==> src/rtl/multiplier_sa.sv <==
// Sequential shift-add multiply-accumulate: product = multiplicand * multiplier + addend.
// One multiplier bit per clock, stopping early once no set bits remain.
module multiplier_sa #(
    parameter int BITS = 16
) (
    input  logic              clk,
    input  logic              rst_n,
    input  logic              start,
    input  logic [BITS-1:0]   multiplicand,
    input  logic [BITS-1:0]   multiplier,
    input  logic [BITS-1:0]   addend,
    output logic              busy,
    output logic              done,
    output logic [2*BITS-1:0] product,
    output logic              upper_nz
);

    typedef enum logic [1:0] {
        S_IDLE   = 2'd0,
        S_CALC   = 2'd1,
        S_FINISH = 2'd2
    } state_t;

    state_t              r_state;
    logic [2*BITS-1:0]   r_acc;
    logic [2*BITS-1:0]   r_mc;
    logic [BITS-1:0]     r_mp;
    logic                r_busy;
    logic                r_done;
    logic [2*BITS-1:0]   r_product;
    logic                r_upper_nz;

    logic [BITS-1:0]     w_mp_next;

    assign w_mp_next = r_mp >> 1;

    always_ff @(posedge clk) begin
        if (!rst_n) begin
            r_state    <= S_IDLE;
            r_acc      <= '0;
            r_mc       <= '0;
            r_mp       <= '0;
            r_busy     <= 1'b0;
            r_done     <= 1'b0;
            r_product  <= '0;
            r_upper_nz <= 1'b0;
        end else begin
            r_done <= 1'b0;
            case (r_state)
                S_IDLE: begin
                    if (start) begin
                        r_acc  <= {{BITS{1'b0}}, addend};
                        r_mc   <= {{BITS{1'b0}}, multiplicand};
                        r_mp   <= multiplier;
                        r_busy <= 1'b1;
                        r_state <= (multiplier != '0) ? S_CALC : S_FINISH;
                    end
                end
                S_CALC: begin
                    // The sum cannot exceed 2*BITS bits, so no carry is kept.
                    if (r_mp[0]) begin
                        r_acc <= r_acc + r_mc;
                    end
                    r_mc <= r_mc << 1;
                    r_mp <= w_mp_next;
                    if (w_mp_next == '0) begin
                        r_state <= S_FINISH;
                    end
                end
                S_FINISH: begin
                    r_product  <= r_acc;
                    r_upper_nz <= |r_acc[2*BITS-1:BITS];
                    r_done     <= 1'b1;
                    r_busy     <= 1'b0;
                    r_state    <= S_IDLE;
                end
                default: begin
                    r_state <= S_IDLE;
                end
            endcase
        end
    end

    assign busy     = r_busy;
    assign done     = r_done;
    assign product  = r_product;
    assign upper_nz = r_upper_nz;

endmodule

==> config.mk <==
export PLATFORM = sky130hd
export DESIGN_NAME = multiplier_sa
export DESIGN_NICKNAME = d
export VERILOG_FILES = /design/src/rtl/multiplier_sa.sv
export SDC_FILE = /design/constraint.sdc
export NUM_CORES = 1
export LEC_CHECK = 0
export ABC_AREA = 1
export CAP_MARGIN = 20
export CORE_MARGIN = 5
export CORE_UTILIZATION = 51
export DETAILED_ROUTE_END_ITERATION = 10
export PLACE_DENSITY = 0.82
export SETUP_SLACK_MARGIN = 0.3
export SYNTH_ARGS = -nofsm -noshare
export SYNTH_HDL_FRONTEND = slang
export SYNTH_SLANG_ARGS = --single-unit
==> constraint.sdc <==
create_clock -name clk -period 1.99 [get_ports clk]
set_clock_uncertainty 0.2 [all_clocks]
set_input_delay 0.199 -clock clk [delete_from_list [all_inputs] [get_ports clk]]
set_output_delay 0.199 -clock clk [all_outputs]
set_load 0.02 [all_outputs]
==> flow_summary.json <==
{
  "status": "finished, violations left",
  "violations": "setup timing",
  "endpoint_kind": "flip-flop",
  "clock_latency_ns": 0.42,
  "dp_hpwl_mm": 15.5,
  "p_leak_uw": 0.00470,
  "grt_max_degree": 65,
  "ioPinCount": 86,
  "hold_ws_ns": 0.141,
  "setup_violations": 3,
  "maxSlewViolCount": 0,
  "dp_cells": 1349,
  "finalHoldViolCount": 0,
  "vias": 7952,
  "irDropWorstVdd_mv": 0.519,
  "ys_async_sr_fraction_pct": 0,
  "wire_per_inst_um": 17.7,
  "pre_cts_ws_ns": -0.0869,
  "cts_num_sinks": 117,
  "finalPower_uw": 7940,
  "die_h_um": 125,
  "initial_utilization_pct": 51.6,
  "critPathKind": "flip-flop to flip-flop",
  "syn_area_mm2": 0.00678,
  "synth_nets": 1155,
  "synth-edff-count": 0,
  "cp-start-kind": "flip-flop",
  "tightest_slew_ns": 0.442,
  "ys_warn_count": 0,
  "die_x_um": 125,
  "grt_util_all_layers_pct": 27.5,
  "nNetsFinal": 1296,
  "fillCellCount": 967,
  "avgViaCountPerCell": 5.67,
  "final_cells": 1402,
  "rsz0062_at_grt": "yes",
  "numCtsBuffers": 17,
  "power.density_mw_per_mm2": 792,
  "cts.path.max_buffers": 2,
  "drt_first_pass_iters": 6,
  "first_iter_violations": 1012,
  "period_needed_ns": 2.05,
  "placementRows": 42,
  "cts.reportedPaths.clkPinSlew_ns": 0.06,
  "maxCapViolCount": 0,
  "area_delta_synth_final_pct": 47.7,
  "syn_area_per_cell_um2": 6.32,
  "yosysSeqAreaShare_pct": 34.5,
  "drive_gt1_share_pct": 26.8,
  "die-area_mm2": 0.0157,
  "portBuffers": 85,
  "fmaxAchievable_mhz": 488,
  "synth_seq_cells": 117,
  "ant_nets": 0,
  "setup_ws_ns": -0.0610,
  "antenna_found_initial": 0,
  "synth-main-ff-cell": "dfxtp_1",
  "synth_cells": 1072,
  "cp_data_arrival_time_ns": 2.19,
  "diodes": 0,
  "overflow": 0,
  "min_period_over_period_pct": 103,
  "drcViolationCount": 0,
  "place.gp.congestion": 0.973,
  "cts_root_buf": "clkbuf_16",
  "max_slew_margin_pct": 70.5,
  "cts_max_level": 4,
  "grt_pass1_vias": 7197,
  "grt_pass1_wl_mm": 35.2,
  "netlist-cell-type-count": 32,
  "hold_class": "input pin to flip-flop",
  "routed_wl_mm": 24.8,
  "cts_tree": "yes",
  "crit_required_ns": 2.12,
  "cp_max_fo": 4,
  "coreArea_mm2": 0.0131
}
through the flow:
step | utilization (%) | setup TNS (ns) | cell area [um2]
2_1_floorplan | - | 0 | 7060
3_3_place_gp | 64.0 | -0.224 | 8410
3_5_place_dp | 64.0 | -0.352 | 8410
4_1_cts | 72.8 | 0 | 9570
5_1_grt | 76.2 | -0.978 | 10000
6_report | 76.2 | -0.128 | 10000
flip-flops by register name, indices dropped and copies added (netlist names):
register / count
r_mc: 32
r_acc: 32
busy: 1
product: 32
r_state: 2
upper_nz: 1
done: 1
r_mp: 16
final cells by class:
| type | count | area, um2 | share of cell area, % |
|---|---|---|---|
| flip-flops and latches | 117 | 2420 | 24.2 |
| well taps | 176 | 220 | 2.20 |
| clock inverters | 13 | 181 | 1.81 |
| clock buffers | 19 | 433 | 4.32 |
| multi-input cells | 784 | 4720 | 47.1 |
| inverters | 130 | 505 | 5.05 |
| repair buffers | 163 | 1540 | 15.3 |
synth_stat cells, types with 4 or more instances:
cell / number / share of area (%)
nand4_1: 7 / 0.65
xor2_1: 12 / 1.6
nor4_1: 9 / 0.83
nor3_1: 5 / 0.37
inv_2: 4 / 0.22
a21oi_1: 74 / 5.5
nand3_1: 46 / 3.4
dfxtp_1: 117 / 35
nand2_1: 371 / 21
a31oi_1: 41 / 3.8
ha_1: 31 / 5.7
clkbuf_1: 26 / 1.4
inv_1: 124 / 6.9
nor2_1: 91 / 5.0
o21ai_1: 8 / 0.59
o21ai_0: 73 / 5.4
buf_2: 9 / 0.66
routing by layer:
layer,wire [um],track usage [%],up-vias
met5,0,0,-
met4,772,10.1,0
met3,2360,6.95,76
met2,11700,44.0,420
met1,9960,36.1,3720
li1,-,-,3736
critical path, stage by stage, from the launching register on:
cell     delay [ns]
dfxtp_2        0.35
ha_4           0.33
nand2_1        0.09
nand2_2        0.09
nand2_1        0.06
nand2_2        0.10
inv_2          0.06
nand3_4        0.10
buf_4          0.12
xor2_1         0.18
nand2_1        0.09
a31oi_1        0.18
logic make-up (layout without fill, tap and decap cells):
logic type / Yosys count / count (layout) / synth area share, %
AOI/OAI and AO/OA: 201 / 201 / 15.8
adders and majority gates: 32 / 32 / 6.02
xor gates and xnor gates: 13 / 13 / 1.68
DFF: 117 / 117 / 34.5
and+or+nand+nor: 538 / 538 / 32.1
buffers and inverters: 171 / 325 / 9.84
layout by cell type, fill, tap and decap left out, drive strengths merged:
| cell | Yosys | final |
|---|---|---|
| clkinvlp | 0 | 5 |
| nand3b | 3 | 3 |
| clkinv | 2 | 6 |
| nor4 | 9 | 9 |
| bufinv | 0 | 4 |
| nand3 | 46 | 46 |
| dfxtp | 117 | 117 |
| xor2 | 12 | 12 |
| nand4 | 7 | 7 |
| o21bai | 3 | 3 |
| ha | 31 | 31 |
| a21oi | 74 | 74 |
| dlygate4sd3 | 0 | 1 |
| a31oi | 41 | 41 |
| inv | 128 | 128 |
| clkbuf | 27 | 23 |
| a21o | 1 | 1 |
| o21ai | 81 | 81 |
| fa | 1 | 1 |
| clkdlybuf4s50 | 0 | 49 |
| and2 | 1 | 1 |
| buf | 14 | 74 |
| xnor2 | 1 | 1 |
| nor3 | 5 | 5 |
| nor2 | 95 | 95 |
| nand2 | 372 | 372 |
| a41oi | 1 | 1 |
| dlygate4sd2 | 0 | 35 |
what timing repair did:
| item | CTS | global route |
|---|---|---|
| hold buffers | 1 | 0 |
| buffers inserted | 8 | 8 |
| gates resized for setup | 176 | 87 |
| pin swaps | 30 | 23 |
| setup endpoints to repair | 70 | 60 |
| endpoints found under the hold margin | 2 | 0 |
| cloned | 0 | 4 |
report_power, final:
group | total [uW] | switching (uW) | internal, uW
Clock | 3240 | 1150 | 2090
Combinational | 2000 | 1130 | 862
Sequential | 2700 | 172 | 2530
Total | 7940 | 2450 | 5480
final timing paths:
path / from / endpoint / slack [ns] / cells after the start
worst max register to register: r_acc[6] / r_acc[9] / -0.06 / 11
worst min register to register: busy / busy / 0.26 / 2
worst min-delay path: multiplicand[5] / r_mc[5] / 0.14 / 3
worst max-delay path: r_acc[6] / r_acc[9] / -0.06 / 11
(Power assumes the default switching activity.)
